## src/rtl/carry_or_pkg.sv

```systemverilog
// Shared types and elaboration-time helpers for the iterative wide-OR reducer.
package carry_or_pkg;

    typedef enum logic [1:0] {
        IDLE = 2'd0,
        SCAN = 2'd1,
        DONE = 2'd2
    } state_t;

    function automatic int clog2(input int v);
        int r;
        r = 0;
        while ((1 << r) < v) r++;
        return r;
    endfunction

    function automatic int num_chunks(input int width, input int chunk);
        return (width + chunk - 1) / chunk;
    endfunction

    // Index width never collapses to zero, even for a one-bit word.
    function automatic int idx_w(input int width);
        return (clog2(width) < 1) ? 1 : clog2(width);
    endfunction

endpackage

```

## src/rtl/carry_or_seq_chunk_prio_enc.sv

```systemverilog
// Combinational any-set detector for one chunk; with CARRY_OR_FIRST_IDX_EN it also
// priority-encodes the lowest set bit offset.
module chunk_prio_enc
    import carry_or_pkg::*;
#(
    parameter int CHUNK = 6,
    localparam int OFF_W = idx_w(CHUNK)
) (
    input  logic [CHUNK-1:0] chunk,
`ifdef CARRY_OR_FIRST_IDX_EN
    output logic [OFF_W-1:0] off,
`endif
    output logic             any
);

    assign any = |chunk;

`ifdef CARRY_OR_FIRST_IDX_EN
    // Walk from the top so the lowest set bit is the last one written.
    always_comb begin
        off = '0;
        for (int i = CHUNK - 1; i >= 0; i--) begin
            if (chunk[i]) off = OFF_W'(i);
        end
    end
`endif

endmodule

```

## src/rtl/carry_or_seq.sv

```systemverilog
// Iterative wide OR reducer: scans a captured word CHUNK bits per cycle, exits on the
// first non-zero chunk. Define CARRY_OR_FIRST_IDX_EN to add the lowest set-bit index.
module carry_or_seq
    import carry_or_pkg::*;
#(
    parameter int WIDTH = 32,
    parameter int CHUNK = 6,
    localparam int IDX_W = idx_w(WIDTH)
) (
    input  logic             clk,
    input  logic             rst,
    input  logic             in_valid,
    output logic             in_ready,
    input  logic [WIDTH-1:0] dat,
    output logic             out_valid,
    input  logic             out_ready,
    output logic             out_any,
`ifdef CARRY_OR_FIRST_IDX_EN
    output logic [IDX_W-1:0] out_idx,
`endif
    output logic             busy
);

    localparam int NUM_CHUNKS = num_chunks(WIDTH, CHUNK);
    localparam int PAD_W      = NUM_CHUNKS * CHUNK;
    localparam int CNT_W      = clog2(NUM_CHUNKS) + 1;
    localparam logic [CNT_W-1:0] LAST = CNT_W'(NUM_CHUNKS - 1);

    state_t           state;
    logic [PAD_W-1:0] sreg;
    logic [CNT_W-1:0] cnt;
    logic             hit;

`ifdef CARRY_OR_FIRST_IDX_EN
    localparam int OFF_W = idx_w(CHUNK);
    logic [OFF_W-1:0] off;
    logic [IDX_W-1:0] hit_idx;

    assign hit_idx = IDX_W'(cnt * CHUNK) + IDX_W'(off);
`endif

    // The current chunk always sits in the low bits; the word shifts down each cycle.
    chunk_prio_enc #(.CHUNK(CHUNK)) u_enc (
        .chunk (sreg[CHUNK-1:0]),
`ifdef CARRY_OR_FIRST_IDX_EN
        .off   (off),
`endif
        .any   (hit)
    );

    assign in_ready = (state == IDLE);
    assign busy     = (state != IDLE);

    always_ff @(posedge clk) begin
        if (rst) begin
            state     <= IDLE;
            sreg      <= '0;
            cnt       <= '0;
            out_valid <= 1'b0;
            out_any   <= 1'b0;
`ifdef CARRY_OR_FIRST_IDX_EN
            out_idx   <= '0;
`endif
        end else begin
            case (state)
                IDLE: begin
                    if (in_valid) begin
                        sreg  <= PAD_W'(dat);
                        cnt   <= '0;
                        state <= SCAN;
                    end
                end
                SCAN: begin
                    if (hit) begin
                        out_any   <= 1'b1;
`ifdef CARRY_OR_FIRST_IDX_EN
                        out_idx   <= hit_idx;
`endif
                        out_valid <= 1'b1;
                        state     <= DONE;
                    end else if (cnt == LAST) begin
                        out_any   <= 1'b0;
`ifdef CARRY_OR_FIRST_IDX_EN
                        out_idx   <= '0;
`endif
                        out_valid <= 1'b1;
                        state     <= DONE;
                    end else begin
                        cnt  <= cnt + 1'b1;
                        sreg <= sreg >> CHUNK;
                    end
                end
                DONE: begin
                    if (out_ready) begin
                        out_valid <= 1'b0;
                        state     <= IDLE;
                    end
                end
                default: state <= IDLE;
            endcase
        end
    end

endmodule

```

## config.mk

```make
export PLATFORM = sky130hd
export DESIGN_NAME = carry_or_seq
export DESIGN_NICKNAME = d
export VERILOG_FILES = /design/src/rtl/carry_or_pkg.sv /design/src/rtl/carry_or_seq_chunk_prio_enc.sv /design/src/rtl/carry_or_seq.sv
export SDC_FILE = /design/constraint.sdc
export NUM_CORES = 1
export LEC_CHECK = 0
export CAP_MARGIN = 20
export CORE_ASPECT_RATIO = 1.5
export CORE_MARGIN = 1.5
export CORE_UTILIZATION = 55
export CTS_BUF_LIST = sky130_fd_sc_hd__clkbuf_4 sky130_fd_sc_hd__clkbuf_8
export CTS_CLUSTER_DIAMETER = 80
export DETAILED_ROUTE_END_ITERATION = 6
export MAX_ROUTING_LAYER = met4
export PLACE_DENSITY = 0.83
export SYNTH_ARGS = -nofsm -noshare
export SYNTH_HDL_FRONTEND = slang
export SYNTH_SLANG_ARGS = --single-unit
```

## constraint.sdc

```tcl
create_clock -name clk -period 3.8 [get_ports clk]
set_clock_uncertainty 0.2 [all_clocks]
set_input_delay 0.76 -clock clk [delete_from_list [all_inputs] [get_ports clk]]
set_output_delay 0.76 -clock clk [all_outputs]
set_load 0.05 [all_outputs]
```

==> impl_metrics.env, run 1 <==
export IMPL_hold_buffers=0
export IMPL_die_area_um2=3640
export IMPL_tritoncts="yes"
export IMPL_reg2reg_setup_slack_ps=1250
export IMPL_cts_root_buffer="clkbuf_8"
export IMPL_cts_buffers=5
export IMPL_firstDrtPassIters=4
export IMPL_final_nets=257
export IMPL_ios=40
export IMPL_maxCapViolCount=0
export IMPL_yosys_area_top_type="dfxtp_1"
export IMPL_setup_viol=0
export IMPL_synthFlopType="dfxtp_1"
export IMPL_core_area_um2=3130
export IMPL_yosysSeqAreaShare_pct=44.4
export IMPL_yosysWarnings=0
export IMPL_synthTopCellsByArea="dfxtp_1, mux2i_1, a211oi_1"
export IMPL_synth_top_area_share_pct=44.4
export IMPL_crit_path_start_kind="flop"
export IMPL_syn_inst=184
export IMPL_critPathLaunch="state[1]$_SDFFE_PP0P_"
export IMPL_cts_setup_buffers=0
export IMPL_crit_path_end_kind="primary output"
export IMPL_track_usage_pct=24.7
export IMPL_rows=25
export IMPL_syn_area_um2=1800
export IMPL_diodes=0
export IMPL_syn_area_per_cell_um2=9.81
export IMPL_wl_um=3930
export IMPL_tns_ps=0
export IMPL_cp_endpoint="in_ready"
export IMPL_synth_edf_count=0
export IMPL_powerDensity_nw_per_um2=458
export IMPL_cts_sinks=40
export IMPL_path_max_fanout=8
export IMPL_setup_ws_ps=949
export IMPL_ff2ff_path_depth=6
export IMPL_tightest_slew_ps=629
export IMPL_grt_setup_unrepaired="no"
export IMPL_status="complete, no violations"
export IMPL_hpwlAfterDp_um=2840
export IMPL_drtAntennaViolNets=0
export IMPL_grt_start_max_net_pins=36
export IMPL_drcViolationCount=0
export IMPL_dieWidth_um=49.8
export IMPL_avgViaCountPerCell=5.65
export IMPL_antenna_found_initial=0
export IMPL_first_global_vias=1467
export IMPL_max_freq_ghz=0.351
export IMPL_die_h_um=73.1
export IMPL_drive_above_1_share_pct=10.0
export IMPL_async_flop_share_pct=0
export IMPL_synth_seq_cells=40
export IMPL_worstPathArrival_ps=1890
export IMPL_reg2reg_to="sreg[4]$_SDFFE_PP0P_"
export IMPL_hold_viol_final=0
export IMPL_synth_fp_nets=222
export IMPL_cp_required_ps=2840
export IMPL_drv_slew=0
export IMPL_p_leak_nw=0.829
export IMPL_hold_class="flop to flop"
export IMPL_slew_headroom_pct=58.0
export IMPL_htreeDepth=2
export IMPL_finalCritPeriodShare_pct=75.0
export IMPL_vias=1463
export IMPL_start_util_pct=57.7
export IMPL_dpl_worst_slack_ps=881
export IMPL_area_growth_pct=26.2
export IMPL_worstSkewPairLatency_ps=300
export IMPL_gr_total_overflow=0
export IMPL_crit_type="flop to primary output"
export IMPL_vdd_drop_max_uv=388
export IMPL_gp_congestion=0.748
export IMPL_cts_resized=0
export IMPL_grt_pass1_wl_um=6530
export IMPL_r2r_start="state[0]$_SDFFE_PP0P_"
export IMPL_clk_pin_slew_ps=70
export IMPL_min_period_ps=2850
export IMPL_initialDrtViolationCount=29
export IMPL_post_drt_wl_per_cell_um=15.2
export IMPL_clockBufferDepth=2
export IMPL_ys_types=34
export IMPL_io_buffers=39
export IMPL_hold_ws_ps=279
## registers in the layout (all words and copies together) (netlist names)
signal     flops
out_valid      1
sreg          32
state          2
out_any        1
cnt            4
## per-stage QoR
stage / area (um^2) / total power, mW / cells / util [%]
global placement: 2200 / 0.763 / 252 / 70.2
detailed placement: 2200 / 0.778 / 252 / 70.2
global route: 2280 / 1.10 / 259 / 72.8
floorplan: 1800 / 0.699 / 184 / -
finish: 2280 / 1.04 / 259 / 72.8
CTS: 2280 / 1.05 / 259 / 72.8
## final cells by class
cell class,instances,area [um^2]
clock buffer,6,76.3
fill,241,851
clock inverter,1,5.00
inverter,5,18.8
multi-input combinational,125,912
sequential,40,802
timing repair buffer,42,413
tap,40,50.0
## Yosys cell counts (3+ instances only)
library cell	number
a22o_1	6
a211oi_1	24
mux2i_1	26
a21oi_1	3
inv_1	5
buf_2	8
nor2_1	29
clkbuf_1	4
dfxtp_1	40
nand2b_1	3
nor2b_1	4
nand2_1	5
## logic make-up (layout without fill, tap and decap cells)
group | after synthesis | after routing | share of synthesized area (%)
AO/OA/AOI/OAI | 45 | 45 | 19.6
multiplexers | 27 | 27 | 15.0
flip-flops | 40 | 40 | 44.4
adder cells (fa/ha/maj) | 2 | 2 | 1.39
buffers and inverters | 19 | 54 | 5.13
AND/OR/NAND/NOR | 51 | 51 | 14.4
## how the worst min path moves through the flow
stage | startpoint | end | slack [ps] | cells past startpoint
6_report | sreg[30]$_SDFFE_PP0P_ | sreg[30]$_SDFFE_PP0P_ | 280 | 1
5_1_grt | sreg[28]$_SDFFE_PP0P_ | sreg[28]$_SDFFE_PP0P_ | 300 | 1
4_1_cts | sreg[30]$_SDFFE_PP0P_ | sreg[30]$_SDFFE_PP0P_ | 280 | 1
3_5_place_dp | sreg[28]$_SDFFE_PP0P_ | sreg[28]$_SDFFE_PP0P_ | 250 | 1
3_3_place_gp | sreg[28]$_SDFFE_PP0P_ | sreg[28]$_SDFFE_PP0P_ | 260 | 1
2_1_floorplan | sreg[26]$_SDFFE_PP0P_ | sreg[26]$_SDFFE_PP0P_ | 240 | 1
## critical path, cell delays in order (launching register included)
cell and delay (ps):
dfxtp_1 380, or2_2 340, inv_1 80, clkdlybuf4s50_1 800
## layout by cell type (no fill, tap or decap), types with 3 or more instances in the layout
master,count
mux2i_1,26
clkdlybuf4s50_1,39
inv_1,5
nor2b_1,4
a211oi_1,24
a21oi_1,3
nand2b_1,3
nand2_1,5
buf_4,3
clkbuf_8,5
nor2_1,29
a22o_1,6
dfxtp_1,39
## layer usage
metal	up-vias	track usage [%]	wire length [um]	share of wire (%)
met5	-	-	0	0
met2	42	43.9	2080	53
met1	679	26.0	1600	41
met4	0	9.26	61	1.6
li1	737	-	-	-
met3	5	6.35	185	4.7
## power by group
part	leakage, nW	internal [mW]	total [mW]	switching, mW
registers	0.330	0.472	0.506	0.0342
logic	0.454	0.122	0.264	0.141
clock network	0.0445	0.132	0.273	0.141
total	0.829	0.726	1.04	0.317
Power figures use the tool's default switching activity.
==> inputs of run 2 (changes only) <==
--- a/config.mk
+++ b/config.mk
@@ -8,12 +8,12 @@
 export CAP_MARGIN = 20
 export CORE_ASPECT_RATIO = 1.5
 export CORE_MARGIN = 1.5
-export CORE_UTILIZATION = 55
+export CORE_UTILIZATION = 47
 export CTS_BUF_LIST = sky130_fd_sc_hd__clkbuf_4 sky130_fd_sc_hd__clkbuf_8
 export CTS_CLUSTER_DIAMETER = 80
 export DETAILED_ROUTE_END_ITERATION = 6
 export MAX_ROUTING_LAYER = met4
-export PLACE_DENSITY = 0.83
+export PLACE_DENSITY = 0.75
 export SYNTH_ARGS = -nofsm -noshare
 export SYNTH_HDL_FRONTEND = slang
 export SYNTH_SLANG_ARGS = --single-unit
==> constraint.sdc (replaced) <==
create_clock -name clk -period 2.5 [get_ports clk]
set_clock_uncertainty 0.2 [all_clocks]
set_input_delay 0.5 -clock clk [delete_from_list [all_inputs] [get_ports clk]]
set_output_delay 0.5 -clock clk [all_outputs]
set_load 0.05 [all_outputs]
==> impl_metrics.env, run 2 (synthesized netlist as in run 1, its figures left out) <==
export IMPL_rows=27
export IMPL_min_period_ps=2150
export IMPL_dpl_worst_slack_ps=182
export IMPL_hpwlAfterDp_um=2490
export IMPL_die_area_um2=4230
export IMPL_first_global_vias=1354
export IMPL_critPathTopFamily="buffers and inverters"
export IMPL_tightest_slew_ps=513
export IMPL_crit_chain="clkdlybuf4s50_1"
export IMPL_crit_path_start_kind="flop"
export IMPL_final_nets=258
export IMPL_status="complete, no violations"
export IMPL_dp_cells=256
export IMPL_cts_sinks=40
export IMPL_finalCritPeriodShare_pct=86.1
export IMPL_io_buffers=39
export IMPL_reg_top3="sreg x32, cnt x4, state x2"
export IMPL_cp_required_ps=1800
export IMPL_drtAntennaViolNets=0
export IMPL_setup_ws_ps=346
export IMPL_ff2ff_path_depth=7
export IMPL_finalPower_mw=1.64
export IMPL_avgViaCountPerCell=5.41
export IMPL_vdd_drop_max_uv=440
export IMPL_firstDrtPassIters=4
export IMPL_ios=40
export IMPL_powerDensity_nw_per_um2=700
export IMPL_initialDrtViolationCount=59
export IMPL_path_depth=1
export IMPL_maxCapViolCount=0
export IMPL_htreeDepth=2
export IMPL_utilization_pct=63.5
export IMPL_grt_setup_unrepaired="no"
export IMPL_cpPeakStageDelay_ps=810
export IMPL_worstPathArrival_ps=1450
export IMPL_clockBufferDepth=2
export IMPL_layout_commonest_cell="dfxtp_1"
export IMPL_p_leak_nw=0.852
export IMPL_hold_ws_ps=275
export IMPL_clk_pin_slew_ps=70
export IMPL_hold_viol_final=0
export IMPL_fillers=310
export IMPL_cts_setup_buffers=0
export IMPL_antenna_found_initial=0
export IMPL_hold_depth=1
export IMPL_max_freq_ghz=0.464
export IMPL_tritoncts="yes"
export IMPL_slowest_stage="clkdlybuf4s50_1"
export IMPL_crit_buf_inv=1
export IMPL_area_growth_pct=29.5
export IMPL_slew_headroom_pct=65.8
export IMPL_finalNonFillerCells=264
export IMPL_start_util_pct=49.0
export IMPL_cts_buffers=5
export IMPL_top_register="sreg"
export IMPL_wl_um=3520
export IMPL_grt_start_max_net_pins=38
export IMPL_crit_type="flop to primary output"
export IMPL_post_drt_wl_per_cell_um=13.3
export IMPL_dpl_cell_area_um2=2240
export IMPL_hold_class="flop to flop"
export IMPL_largest_reg_flops=32
export IMPL_hold_buffers=0
export IMPL_die_h_um=78.9
export IMPL_tns_ps=0
export IMPL_diodes=0
export IMPL_path_max_fanout=3
export IMPL_setup_viol=0
export IMPL_cts_root_buffer="clkbuf_8"
export IMPL_gr_total_overflow=0
export IMPL_cts_resized=0
export IMPL_mostFrequentLayoutCells="dfxtp_1, clkdlybuf4s50_1, nor2_1"
export IMPL_drv_slew=0
export IMPL_vias=1427
export IMPL_design_area_um2=2340
export IMPL_drcViolationCount=0
export IMPL_dieWidth_um=53.6
export IMPL_core_area_um2=3680
export IMPL_crit_path_end_kind="primary output"
export IMPL_drive_above_1_share_pct=11.8
export IMPL_track_usage_pct=18.7
export IMPL_grt_pass1_wl_um=5680
export IMPL_gp_congestion=0.808
export IMPL_worstSkewPairLatency_ps=290
==> run 2: cell type report <==
cell class / count / area [um^2] / share of cell area, %
clock inverter: 1 / 7.51 / 0.321
sequential: 40 / 802 / 34.3
multi-input combinational: 125 / 912 / 39.0
timing repair buffer: 43 / 453 / 19.4
tap: 43 / 53.8 / 2.30
clock buffer: 7 / 90.1 / 3.85
inverter: 5 / 18.8 / 0.803
==> run 2: worst paths after layout <==
kind,to,slack (ps),from
worst max-delay path,out_valid,350,out_valid$_SDFFE_PP0P_
worst min-delay path,sreg[26]$_SDFFE_PP0P_,280,sreg[26]$_SDFFE_PP0P_
worst min register to register,sreg[26]$_SDFFE_PP0P_,280,sreg[26]$_SDFFE_PP0P_
worst max register to register,sreg[9]$_SDFFE_PP0P_,500,cnt[1]$_SDFFE_PP0P_
==> run 2: per-layer routing <==
metal  track usage, %  up-vias  share of wire, %
met5                -        -                 0
met4             8.72        0               1.6
met3             4.14        6               3.9
met2             30.9       34                50
met1             20.9      650                44
li1                 -      737                 -
==> run 2: power breakdown <==
part / leakage, nW / internal (mW) / switching (mW)
clock: 0.0479 / 0.235 / 0.217
sequential: 0.330 / 0.717 / 0.0504
combinational: 0.473 / 0.203 / 0.214
total: 0.852 / 1.15 / 0.482
==> inputs of run 3 (changes only) <==
--- a/config.mk
+++ b/config.mk
@@ -5,12 +5,13 @@
 export SDC_FILE = /design/constraint.sdc
 export NUM_CORES = 1
 export LEC_CHECK = 0
+export ABC_AREA = 1
 export CAP_MARGIN = 20
 export CORE_ASPECT_RATIO = 1.5
-export CORE_MARGIN = 1.5
-export CORE_UTILIZATION = 47
+export CORE_UTILIZATION = 48
 export CTS_BUF_LIST = sky130_fd_sc_hd__clkbuf_4 sky130_fd_sc_hd__clkbuf_8
 export CTS_CLUSTER_DIAMETER = 80
+export CTS_CLUSTER_SIZE = 10
 export DETAILED_ROUTE_END_ITERATION = 6
 export MAX_ROUTING_LAYER = met4
 export PLACE_DENSITY = 0.75
==> impl_metrics.env, run 3 <==
export IMPL_status="complete, no violations"
export IMPL_worstSkewPairLatency_ps=290
export IMPL_synth_fp_nets=362
export IMPL_worstPathArrival_ps=1700
export IMPL_crit_buf_inv=2
export IMPL_met2_usage_pct=32.2
export IMPL_ios=40
export IMPL_firstDrtPassIters=4
export IMPL_maxCapViolCount=0
export IMPL_drtAntennaViolNets=0
export IMPL_powerDensity_nw_per_um2=962
export IMPL_mostFrequentLayoutCells="nand2_1, nor2_1, dfxtp_1"
export IMPL_synthMuxAreaShare_pct=0
export IMPL_grt_start_max_net_pins=43
export IMPL_largest_reg_flops=32
export IMPL_finalNonFillerCells=405
export IMPL_vdd_drop_max_uv=611
export IMPL_cts_sinks=40
export IMPL_cts_resized=0
export IMPL_gp_congestion=0.764
export IMPL_die_h_um=81.2
export IMPL_hold_buffers=0
export IMPL_avgViaCountPerCell=4.52
export IMPL_slowest_stage="clkdlybuf4s50_1"
export IMPL_min_period_ps=2400
export IMPL_ys_types=19
export IMPL_reg_top3="sreg x32, cnt x4, state x2"
export IMPL_drive_above_1_share_pct=5.56
export IMPL_design_area_um2=2500
export IMPL_gr_total_overflow=0
export IMPL_synth_common_cells="nand2_1, nor2_1, dfxtp_1"
export IMPL_post_drt_wl_per_cell_um=9.30
export IMPL_cpPeakStageDelay_ps=780
export IMPL_max_freq_ghz=0.416
export IMPL_path_max_fanout=4
export IMPL_finalPower_mw=2.41
export IMPL_track_usage_pct=20.3
export IMPL_setup_ws_ps=98.0
export IMPL_grt_setup_unrepaired="no"
export IMPL_dpl_worst_slack_ps=406
export IMPL_async_flop_share_pct=0
export IMPL_crit_path_start_kind="flop"
export IMPL_top_usage_layer="met2"
export IMPL_utilization_pct=63.2
export IMPL_cts_setup_buffers=0
export IMPL_crit_chain="nor2_2, inv_1, clkdlybuf4s50_1"
export IMPL_yosysSeqAreaShare_pct=39.9
export IMPL_crit_type="flop to primary output"
export IMPL_cp_required_ps=1800
export IMPL_first_global_vias=1533
export IMPL_tns_ps=0
export IMPL_setup_viol=0
export IMPL_die_area_um2=4450
export IMPL_clockBufferDepth=2
export IMPL_synthTopCellsByArea="dfxtp_1, nand2_1, nor2_1"
export IMPL_dpl_cell_area_um2=2400
export IMPL_htreeDepth=2
export IMPL_top_register="sreg"
export IMPL_initialDrtViolationCount=19
export IMPL_antenna_found_initial=0
export IMPL_crit_path_end_kind="primary output"
export IMPL_diodes=0
export IMPL_grt_util_met1_pct=24.1
export IMPL_grt_pass1_wl_um=6440
export IMPL_synth_seq_cells=40
export IMPL_finalCritPeriodShare_pct=96.1
export IMPL_synth_edf_count=0
export IMPL_io_buffers=39
export IMPL_yosysMostFrequentCell="nand2_1"
export IMPL_area_growth_pct=24.7
export IMPL_dp_cells=397
export IMPL_yosys_area_top_type="dfxtp_1"
export IMPL_critPathTopFamily="buffers and inverters"
export IMPL_synthSimpleGateAreaFrac_pct=39.0
export IMPL_clk_pin_slew_ps=70
export IMPL_synthXorXnorAreaFrac_pct=0.436
export IMPL_wl_um=3770
export IMPL_synth_top_family_by_area="simple AND/OR/NAND/NOR gates"
export IMPL_synth_compound_area_share_pct=7.23
export IMPL_hold_ws_ps=262
export IMPL_final_nets=397
export IMPL_syn_inst=324
export IMPL_syn_area_um2=2010
export IMPL_syn_area_per_cell_um2=6.19
export IMPL_rows=28
export IMPL_hold_viol_final=0
export IMPL_hold_class="flop to flop"
export IMPL_tightest_slew_ps=557
export IMPL_slew_headroom_pct=62.8
export IMPL_cts_root_buffer="clkbuf_8"
export IMPL_synthFlopType="dfxtp_1"
export IMPL_synth_fa_ha_area_share_pct=1.25
export IMPL_tritoncts="yes"
export IMPL_layout_commonest_cell="nand2_1"
export IMPL_synth_top_area_share_pct=39.9
export IMPL_p_leak_nw=1.26
export IMPL_drcViolationCount=0
export IMPL_cts_buffers=5
export IMPL_drv_slew=0
export IMPL_vias=1830
export IMPL_use_met3_pct=3.93
export IMPL_hpwlAfterDp_um=2570
export IMPL_start_util_pct=50.7
export IMPL_dieWidth_um=54.8
export IMPL_core_area_um2=3960
export IMPL_yosysWarnings=0
[run 3: kinds of logic after synthesis]
group           count (synthesis)
compound gates                 29
xor+xnor                        1
fa+ha+maj                       2
buf+inv                        55
flops                          40
simple gates                  197
[run 3: final timing paths]
kind	slack, ps	from	to	cells past startpoint
worst max-delay path	100	state[1]$_SDFFE_PP0P_	busy	3
worst min-delay path	260	sreg[29]$_SDFFE_PP0P_	sreg[29]$_SDFFE_PP0P_	2
worst max register to register	540	state[1]$_SDFFE_PP0P_	sreg[18]$_SDFFE_PP0P_	8
worst min register to register	260	sreg[29]$_SDFFE_PP0P_	sreg[29]$_SDFFE_PP0P_	2
[run 3: layout make-up]
| class | count | area [um^2] |
|---|---|---|
| Fill cell | 378 | 1460 |
| Multi-Input combinational cell | 229 | 961 |
| Sequential cell | 40 | 801 |
| Timing Repair Buffer | 44 | 440 |
| Inverter | 39 | 146 |
| Clock buffer | 8 | 97.6 |
| Tap cell | 45 | 56.3 |
[run 3: routing by layer]
metal | wire length, um | vias up
met3 | 107 | 7
met1 | 1810 | 760
met2 | 1780 | 31
met4 | 72 | 0
met5 | 0 | -
li1 | - | 1032
[run 3: report_power, final]
| part | internal (mW) | total [mW] | switching, mW |
|---|---|---|---|
| clock | 0.247 | 0.460 | 0.213 |
| combinational | 0.370 | 1.04 | 0.666 |
| sequential | 0.832 | 0.911 | 0.0792 |
[run 3: worst register-to-register path, stage by stage (launching register included)]
cell and delay [ps]:
dfxtp_1 480, nor2_8 110, inv_2 250, nand2_1 140
nand3_2 100, buf_4 360, nand2_1 100, nand2_1 80
nor2_1 40
